--- config.mk ---
export PLATFORM = sky130hd
export DESIGN_NAME = tug_game_ctrl_flat
export DESIGN_NICKNAME = d
export VERILOG_FILES = /design/src/rtl/tug_game_ctrl_if.sv /design/src/rtl/tug_game_ctrl.sv /design/src/flat_wrapper.sv
export SDC_FILE = /design/constraint.sdc
export NUM_CORES = 1
export LEC_CHECK = 0
export ABC_AREA = 1
export CORE_MARGIN = 4
export CORE_UTILIZATION = 59
export CTS_BUF_LIST = sky130_fd_sc_hd__clkbuf_16
export DETAILED_ROUTE_END_ITERATION = 12
export PLACE_DENSITY = 0.79
export SLEW_MARGIN = 30
export SYNTH_ARGS = -nofsm -noshare
export SYNTH_HDL_FRONTEND = slang
export SYNTH_SLANG_ARGS = --single-unit
--- constraint.sdc ---
create_clock -name clk -period 2.2 [get_ports clk]
set_input_delay 0.33 -clock clk [delete_from_list [all_inputs] [get_ports clk]]
set_output_delay 0.33 -clock clk [all_outputs]
set_load 0.1 [all_outputs]
--- src/rtl/tug_game_ctrl_if.sv ---
// Button/LED bundle between the debounced inputs, the game controller and the LED mux.
// Ports: start/pbl/pbr are level button inputs. led_control (mux select), score (one-hot marker)
//        and winner are the controller outputs.
// master drives the buttons and observes the outputs. slave is the controller side.
interface tug_game_ctrl_if;
  logic       start;
  logic       pbl;
  logic       pbr;
  logic [1:0] led_control;
  logic [6:0] score;
  logic [1:0] winner;

  modport master (
    output start, pbl, pbr,
    input  led_control, score, winner
  );

  modport slave (
    input  start, pbl, pbr,
    output led_control, score, winner
  );
endinterface

--- src/rtl/tug_game_ctrl.sv ---
// Tug-of-war game controller: press detection, IDLE/PLAY/WIN sequencing, marker position, win flash.
// Latency: a press sampled at edge N is visible on the registered outputs after edge N+1.
// No backpressure. Presses are consumed the cycle they are detected. Presses that do not apply in the current state are dropped.
// Ports: clk, rst_n (async, active-low). bus.slave carries start/pbl/pbr in and led_control/score/winner out.
module tug_game_ctrl #(
  parameter int unsigned FLASH_DIV = 25_000_000,
  parameter int unsigned CNT_W     = 25
) (
  input  logic           clk,
  input  logic           rst_n,
  tug_game_ctrl_if.slave bus
);

  typedef enum logic [1:0] {
    S_IDLE  = 2'd0,
    S_PLAY  = 2'd1,
    S_WIN_L = 2'd2,
    S_WIN_R = 2'd3
  } state_t;

  localparam logic [2:0]       POS_CENTER = 3'd3;
  localparam logic [2:0]       POS_LEFT   = 3'd6;
  localparam logic [2:0]       POS_RIGHT  = 3'd0;
  localparam logic [CNT_W-1:0] CNT_LAST   = CNT_W'(FLASH_DIV - 1);

  // Press detection. The delay registers reset high, so a button held
  // through reset must be released and pressed again before it counts.
  logic start_d, pbl_d, pbr_d;
  logic start_p, pbl_p, pbr_p;

  always_ff @(posedge clk or negedge rst_n) begin
    if (!rst_n) begin
      start_d <= 1'b1;
      pbl_d   <= 1'b1;
      pbr_d   <= 1'b1;
      start_p <= 1'b0;
      pbl_p   <= 1'b0;
      pbr_p   <= 1'b0;
    end else begin
      start_d <= bus.start;
      pbl_d   <= bus.pbl;
      pbr_d   <= bus.pbr;
      start_p <= bus.start & ~start_d;
      pbl_p   <= bus.pbl & ~pbl_d;
      pbr_p   <= bus.pbr & ~pbr_d;
    end
  end

  state_t           state, state_nxt;
  logic [2:0]       pos, pos_nxt;
  logic [CNT_W-1:0] cnt, cnt_nxt;
  logic             flash, flash_nxt;

  logic [1:0] led_q, led_nxt;
  logic [6:0] score_q, score_nxt;
  logic [1:0] winner_q, winner_nxt;

  // State register, including the position and flash datapath it owns.
  always_ff @(posedge clk or negedge rst_n) begin
    if (!rst_n) begin
      state <= S_IDLE;
      pos   <= POS_CENTER;
      cnt   <= '0;
      flash <= 1'b0;
    end else begin
      state <= state_nxt;
      pos   <= pos_nxt;
      cnt   <= cnt_nxt;
      flash <= flash_nxt;
    end
  end

  // Next-state logic.
  always_comb begin
    state_nxt = state;
    pos_nxt   = pos;
    cnt_nxt   = cnt;
    flash_nxt = flash;
    unique case (state)
      S_IDLE: begin
        if (start_p) begin
          state_nxt = S_PLAY;
          pos_nxt   = POS_CENTER;
        end
      end
      S_PLAY: begin
        // start outranks any player press in the same cycle.
        if (start_p) begin
          pos_nxt = POS_CENTER;
        end else if (pbl_p && !pbr_p) begin
          pos_nxt = pos + 3'd1;
          if (pos + 3'd1 == POS_LEFT) begin
            state_nxt = S_WIN_L;
            cnt_nxt   = '0;
            flash_nxt = 1'b1;
          end
        end else if (pbr_p && !pbl_p) begin
          pos_nxt = pos - 3'd1;
          if (pos - 3'd1 == POS_RIGHT) begin
            state_nxt = S_WIN_R;
            cnt_nxt   = '0;
            flash_nxt = 1'b1;
          end
        end
      end
      S_WIN_L, S_WIN_R: begin
        if (start_p) begin
          state_nxt = S_PLAY;
          pos_nxt   = POS_CENTER;
          cnt_nxt   = '0;
          flash_nxt = 1'b0;
        end else if (cnt == CNT_LAST) begin
          cnt_nxt   = '0;
          flash_nxt = ~flash;
        end else begin
          cnt_nxt = cnt + CNT_W'(1);
        end
      end
      default: begin
        state_nxt = S_IDLE;
      end
    endcase
  end

  // Output decode. It works from the next-state values so the output registers
  // change on the same edge as the state they describe.
  always_comb begin
    led_nxt    = 2'b00;
    score_nxt  = 7'b0000000;
    winner_nxt = 2'b00;
    unique case (state_nxt)
      S_PLAY: begin
        led_nxt   = 2'b01;
        score_nxt = 7'b0000001 << pos_nxt;
      end
      S_WIN_L: begin
        led_nxt    = flash_nxt ? 2'b10 : 2'b00;
        score_nxt  = 7'b0000001 << pos_nxt;
        winner_nxt = 2'b10;
      end
      S_WIN_R: begin
        led_nxt    = flash_nxt ? 2'b10 : 2'b00;
        score_nxt  = 7'b0000001 << pos_nxt;
        winner_nxt = 2'b01;
      end
      default: begin
        led_nxt    = 2'b00;
        score_nxt  = 7'b0000000;
        winner_nxt = 2'b00;
      end
    endcase
  end

  always_ff @(posedge clk or negedge rst_n) begin
    if (!rst_n) begin
      led_q    <= 2'b00;
      score_q  <= 7'b0000000;
      winner_q <= 2'b00;
    end else begin
      led_q    <= led_nxt;
      score_q  <= score_nxt;
      winner_q <= winner_nxt;
    end
  end

  assign bus.led_control = led_q;
  assign bus.score       = score_q;
  assign bus.winner      = winner_q;

endmodule

--- src/flat_wrapper.sv ---
// flat-port wrapper written by rule: the top's interface ports become plain ports
module tug_game_ctrl_flat 
#(
  parameter int unsigned FLASH_DIV = 25_000_000,
  parameter int unsigned CNT_W     = 25
)
  (clk, rst_n, bus_start, bus_pbl, bus_pbr, bus_led_control, bus_score, bus_winner);
  tug_game_ctrl_if bus_i ();
  input  logic clk;
  input  logic rst_n;
  input wire logic [$bits(bus_i.start)-1:0] bus_start;
  input wire logic [$bits(bus_i.pbl)-1:0] bus_pbl;
  input wire logic [$bits(bus_i.pbr)-1:0] bus_pbr;
  output wire logic [$bits(bus_i.led_control)-1:0] bus_led_control;
  output wire logic [$bits(bus_i.score)-1:0] bus_score;
  output wire logic [$bits(bus_i.winner)-1:0] bus_winner;
  assign bus_i.start = bus_start;
  assign bus_i.pbl = bus_pbl;
  assign bus_i.pbr = bus_pbr;
  assign bus_led_control = bus_i.led_control;
  assign bus_score = bus_i.score;
  assign bus_winner = bus_i.winner;
  tug_game_ctrl #(.FLASH_DIV(FLASH_DIV), .CNT_W(CNT_W)) u_core (.clk(clk), .rst_n(rst_n), .bus(bus_i));
endmodule
==> results of run 1 <==
==> sequential cells by signal, summed over array words and instances (netlist names) <==
signal and flops:
u_core.state 2, u_core.bus.winner 2, u_core.pbl_d 1, u_core.pbr_p 1
u_core.pbr_d 1, u_core.start_p 1, u_core.flash 1, u_core.pos 3
u_core.bus.led_control 2, u_core.start_d 1, u_core.bus.score 7, u_core.pbl_p 1
u_core.cnt 25
==> synthesized netlist by cell type (all sizes together) <==
library cell	number	share of area (%)
ha	5	2.4
o211ai	1	0.28
o21bai	5	1.4
dfrtp	43	41
a21o	1	0.28
o22ai	9	2.1
inv	50	7.1
nor3	3	1.2
nand3	33	6.6
nor2	51	7.9
o21ai	13	2.6
xnor2	1	0.33
nand4	7	1.9
nand2	106	15
or2	1	0.24
a21oi	5	0.95
dfstp	5	5.0
buf	3	1.1
xor2	7	2.3
==> worst min-delay path by stage <==
stage	start	endpoint
CTS	rst_n	u_core.bus.led_control[0]
global route	rst_n	u_core.bus.led_control[0]
detailed placement	rst_n	u_core.bus.led_control[0]
global placement	rst_n	u_core.start_p
finish	rst_n	u_core.bus.led_control[0]
floorplan	rst_n	u_core.bus.led_control[0]
==> layer usage <==
metal	part of all wire (%)	wire length, um	GRT usage, %	vias to the layer above
met2	47	2670	35.5	51
met3	4.1	233	4.14	7
li1	-	-	-	1146
met1	48	2730	33.9	1097
met4	1.1	63	6.32	0
met5	0	0	0	-
==> stage by stage <==
step                instances  worst slack (ns)
CTS                       423            0.0536
global placement          415             0.154
global route              423            0.0785
finish                    423             0.257
floorplan                 349             0.521
detailed placement        415            0.0982
==> power groups by stage <==
stage          combinational (mW)  sequential, mW  clock (mW)
5_1_grt                      1.17            1.12        1.02
2_1_floorplan               0.428            1.52           0
4_1_cts                      1.08            1.10       0.981
3_5_place_dp                 1.07            1.11           0
3_3_place_gp                 1.05            1.11           0
6_report                     1.07            1.10       0.959
==> cells in the final DEF (no fill, tap or decap), types with 4 or more instances in the layout <==
cell	count
o21ai_0	8
o21bai_1	5
nand4_1	6
dfstp_2	5
nand3_1	31
nand2_1	104
o22ai_1	9
inv_1	48
buf_4	13
xor2_1	7
dfrtp_1	43
nor2_1	47
clkbuf_16	5
ha_1	5
a21oi_1	5
o21ai_1	4
==> what timing repair did <==
action / in CTS / in global routing
gates resized for setup: 0 / 1
endpoints found under the setup margin: 0 / 11
hold buffers: 0 / 0
==> logic make-up after synthesis <==
group | count (synthesis) | share of synthesized area [%]
AO/OA/AOI/OAI | 34 | 7.68
XOR/XNOR | 8 | 2.65
adder cells (fa/ha/maj) | 5 | 2.37
buffers and inverters | 53 | 8.25
flip-flops | 48 | 45.7
AND/OR/NAND/NOR | 201 | 33.3
==> layout make-up <==
type,count,area [um2],share of cell area (%)
clock inverter,3,63.8,2.13
sequential,48,1210,40.3
multi-input combinational,248,1220,40.6
inverter,50,188,6.26
tap,52,65.1,2.17
timing repair buffer,17,133,4.42
clock buffer,5,125,4.17
==> flow_metrics.tcl, run 1 <==
set metrics [dict create \
    status "finished clean" \
    drt-initial-drc-count 200 \
    clk_path_buf_depth 2 \
    io_buffers 15 \
    grt_overflow 0 \
    clock_latency_ns 0.29 \
    drt-total-wl_mm 5.69 \
    clock_skew_ns 0.00323 \
    root_buffer "clkbuf_16" \
    cpMaxStageDelayCell "dfstp_2" \
    dp_hpwl_mm 4.01 \
    total_power_mw 3.13 \
    worstSetupPathType "flop to flop" \
    syn_nets 359 \
    synth.yosys.seq_area_share_pct 45.7 \
    numClockSinks 48 \
    rrSetupSlack_ns 0.26 \
    worst_setup_path_end_kind "flop" \
    grt_use_total_pct 23.2 \
    clkPwrFrac_pct 30.6 \
    post-route-util_pct 68.9 \
    grt_first_pass_wirelength_mm 9.97 \
    ys_warn_count 0 \
    hold_path_class "input port to async pin" \
    worstPathBufferInverterCount 2 \
    r2r-end "u_core.cnt[0]" \
    drive_gt1_share_pct 11.1 \
    r2r-start "u_core.pos[0]" \
    grt_max_degree 49 \
    post_drt_wl_per_cell_um 13.5 \
    p_sw_share_pct 39.0 \
    fp.dieArea_mm2 0.00561 \
    slew_headroom_pct 60.3 \
    num_rows 24 \
    leakagePower_nw 1.50 \
    final_max_slew_viol_count 0 \
    tightest_slew_ns 0.595 \
    crit_family "simple AND/OR/NAND/NOR gates" \
    dpl_cell_area_mm2 0.00281 \
    final_hold_viol_count 0 \
    die_y_um 74.9 \
    slowest_delay_ns 0.58 \
    cts_tree "built" \
    max_freq_ghz 0.515 \
    crit_start "u_core.pos[0]" \
    switchingPower_mw 1.22 \
    synth_cell_type_count 31 \
    period_needed_ns 1.94 \
    setup_violations 0 \
    clk_pin_slew_worst_paths_ns 0.06 \
    synth_area_mm2 0.00264 \
    core_mm2 0.00435 \
    cts_made_buffers 5 \
    num-fill-cells 350 \
    diodes 0 \
    viasPerCell 5.44 \
    holdWs_ns 0.132 \
    post_cts_buffers 0 \
    antenna_found_initial 0 \
    crit_chain "inv_1 > ha_1 > nand2_1 > nand2_1 > nand3_1 > nand2_1 > nand2_1 > nand2_4 > inv_2 > nand2_1 > o21ai_1" \
    design_area_mm2 0.00300 \
    arrival_ns 2.15 \
    cap_violations 0 \
    area_growth_pct 13.6 \
    ys_ff_latch 48 \
    drc 0 \
    rsz0062_at_grt "false" \
    synth_cells 349 \
    gp_congestion 0.840 \
    seqPwrFrac_pct 35.1 \
    ir_drop_mv 0.732 \
    crit_cells 11 \
    crit_path_end "u_core.cnt[0]" \
    final_nets 380 \
    ioPinCount 16 \
    cp.required_ns 2.41 \
    syn_area_per_cell_um2 7.56 \
    crit_fanout 17 \
    die_x_um 74.9 \
    drt_pass1_iterations 4 \
    powerDensity_mw_per_mm2 1040 \
    startpoint_type "flop" \
    ant_nets 0 \
    fin_crit_sh_pct 88.3 \
    p_comb_share_pct 34.2 \
    vias 2301 \
    finalSetupTns_ns 0 \
    internal_power_mw 1.91 \
    worstRegToRegCells 11 \
    crit_top_cell "nand2_1" \
    initial_core_util_pct 60.6 \
    cts_max_level 2 \
    first_global_vias 2161 \
]
(Power assumes the default switching activity.)
==> inputs of run 2 (changes only) <==
--- a/config.mk
+++ b/config.mk
@@ -6,11 +6,13 @@
 export NUM_CORES = 1
 export LEC_CHECK = 0
 export ABC_AREA = 1
+export CELL_PAD_IN_SITES_DETAIL_PLACEMENT = 1
+export CELL_PAD_IN_SITES_GLOBAL_PLACEMENT = 1
 export CORE_MARGIN = 4
-export CORE_UTILIZATION = 59
+export CORE_UTILIZATION = 44
 export CTS_BUF_LIST = sky130_fd_sc_hd__clkbuf_16
 export DETAILED_ROUTE_END_ITERATION = 12
-export PLACE_DENSITY = 0.79
+export PLACE_DENSITY_LB_ADDON = 0.1
 export SLEW_MARGIN = 30
 export SYNTH_ARGS = -nofsm -noshare
 export SYNTH_HDL_FRONTEND = slang
==> run 2 against run 1 <==
Net effect: cell area is 1.2% higher; total power shrank 1.3%; routed wire length grew 24%; core utilization shrank 15 points; sequential share of layout area is 0.48 points lower; clock power shrank 9.2%; first-iteration DRC count shrank 49%; die area rose by 30%; sequential power hardly changed; sequential cell count is the same; critical endpoint unchanged; largest power group unchanged.
==> flow_metrics.tcl, run 2 (synthesis gave the netlist of run 1 again) <==
set metrics [dict create \
    status "finished clean" \
    cts_made_buffers 5 \
    hold_path_class "input port to flop" \
    max_freq_ghz 0.514 \
    crit_start "u_core.pos[0]" \
    rsz0062_at_grt "false" \
    final_nets 382 \
    antenna_found_initial 0 \
    final_hold_viol_count 0 \
    clk_pin_slew_worst_paths_ns 0.07 \
    fin_crit_sh_pct 88.5 \
    grt_max_degree 34 \
    largest_reg_flops 25 \
    layoutNonFillerInstCount 445 \
    finalSetupTns_ns 0 \
    ant_nets 0 \
    powerDensity_mw_per_mm2 1020 \
    first_global_vias 2431 \
    r2r-end "u_core.cnt[0]" \
    grt_first_pass_wirelength_mm 11.9 \
    dp_hpwl_mm 5.09 \
    drt-total-wl_mm 7.07 \
    worstSetupPathType "flop to flop" \
    io_buffers 15 \
    num_rows 27 \
    cp.required_ns 2.35 \
    post_drt_wl_per_cell_um 15.9 \
    startpoint_type "flop" \
    numClockSinks 48 \
    final_max_slew_viol_count 0 \
    worst_setup_path_end_kind "flop" \
    drive_gt1_share_pct 11.3 \
    regMostFlops "u_core.cnt" \
    final_common_cell "nand2_1" \
    gp_congestion 0.813 \
    place_ws_ns 0.0525 \
    drt-initial-drc-count 103 \
    grt_use_total_pct 20.5 \
    slew_headroom_pct 58.7 \
    die_y_um 85.5 \
    period_needed_ns 1.95 \
    area_growth_pct 15.0 \
    clock_latency_ns 0.29 \
    final_cell_mix "nand2_1, inv_1, nor2_1" \
    setup_violations 0 \
    drt_pass1_iterations 4 \
    crit_path_end "u_core.cnt[0]" \
    cts_tree "built" \
    die_x_um 85.5 \
    core_mm2 0.00568 \
    diodes 0 \
    cts_max_level 2 \
    tightest_slew_ns 0.618 \
    root_buffer "clkbuf_16" \
    r2r-start "u_core.pos[0]" \
    ir_drop_mv 0.801 \
    clock_skew_ns 0.00422 \
    worstRegToRegCells 12 \
    rrSetupSlack_ns 0.25 \
    cap_violations 0 \
    arrival_ns 2.10 \
    clk_path_buf_depth 2 \
    fp.dieArea_mm2 0.00730 \
    crit_fanout 17 \
    drc 0 \
    setup_ws_ns 0.253 \
    vias 2321 \
    viasPerCell 5.22 \
    initial_core_util_pct 46.5 \
    ioPinCount 16 \
    dp_cells 436 \
    leakagePower_nw 1.50 \
    grt_overflow 0 \
]
-- run 2: routing by layer --
layer | GRT usage [%] | up-vias | share of wire (%)
li1 | - | 1148 | -
met1 | 26.5 | 1134 | 47
met2 | 35.7 | 35 | 49
met3 | 3.79 | 4 | 3.7
met4 | 4.17 | 0 | 0.54
met5 | 0 | - | 0
-- run 2: how the worst min path moves through the flow --
stage / startpoint / end / slack [ns] / cells after the start
2_1_floorplan: rst_n / u_core.bus.led_control[0] / 0.03 / 0
3_3_place_gp: rst_n / u_core.cnt[15] / 0.28 / 1
3_5_place_dp: rst_n / u_core.cnt[15] / 0.29 / 1
4_1_cts: bus_pbr / u_core.pbr_d / 0.47 / 1
5_1_grt: bus_pbr / u_core.pbr_d / 0.47 / 1
6_report: bus_pbr / u_core.pbr_d / 0.47 / 1
-- run 2: cell type report --
type | count | area [um2]
clock buffer | 5 | 125
multi-input combinational | 248 | 1220
tap | 72 | 90.1
fill | 712 | 2640
timing repair buffer | 19 | 163
clock inverter | 3 | 42.5
sequential | 48 | 1210
inverter | 50 | 190
-- run 2: metrics by stage --
stage          util, %  hold WS [ns]  power [mW]  area, um2
2_1_floorplan        -        0.0344        1.94       2640
3_3_place_gp      50.3         0.281        2.18       2850
3_5_place_dp      50.3         0.285        2.21       2850
4_1_cts           53.4         0.471        3.11       3030
5_1_grt           53.5         0.472        3.26       3040
6_report          53.5         0.471        3.09       3040
-- run 2: worst max-delay path, cell delays in order (launching register included) --
cell     delay (ns)
dfstp_2        0.58
inv_1          0.07
ha_1           0.21
inv_1          0.06
nand2_1        0.06
nand2_1        0.09
nand3_1        0.08
nand2_1        0.08
nand2_1        0.12
nand2_4        0.17
inv_4          0.12
nand2_1        0.09
o21ai_1        0.08
-- run 2: where the power goes --
group | switching [mW] | internal, mW | total (mW)
clock | 0.337 | 0.535 | 0.871
combinational | 0.861 | 0.248 | 1.11
sequential | 0.0891 | 1.02 | 1.11
-- run 2: repair_timing --
action | in CTS | in global routing
hold endpoints to repair | 14 | 0
setup buffers | 0 | 0
hold buffers | 1 | 0
gates resized for setup | 0 | 2
endpoints found under the setup margin | 0 | 1
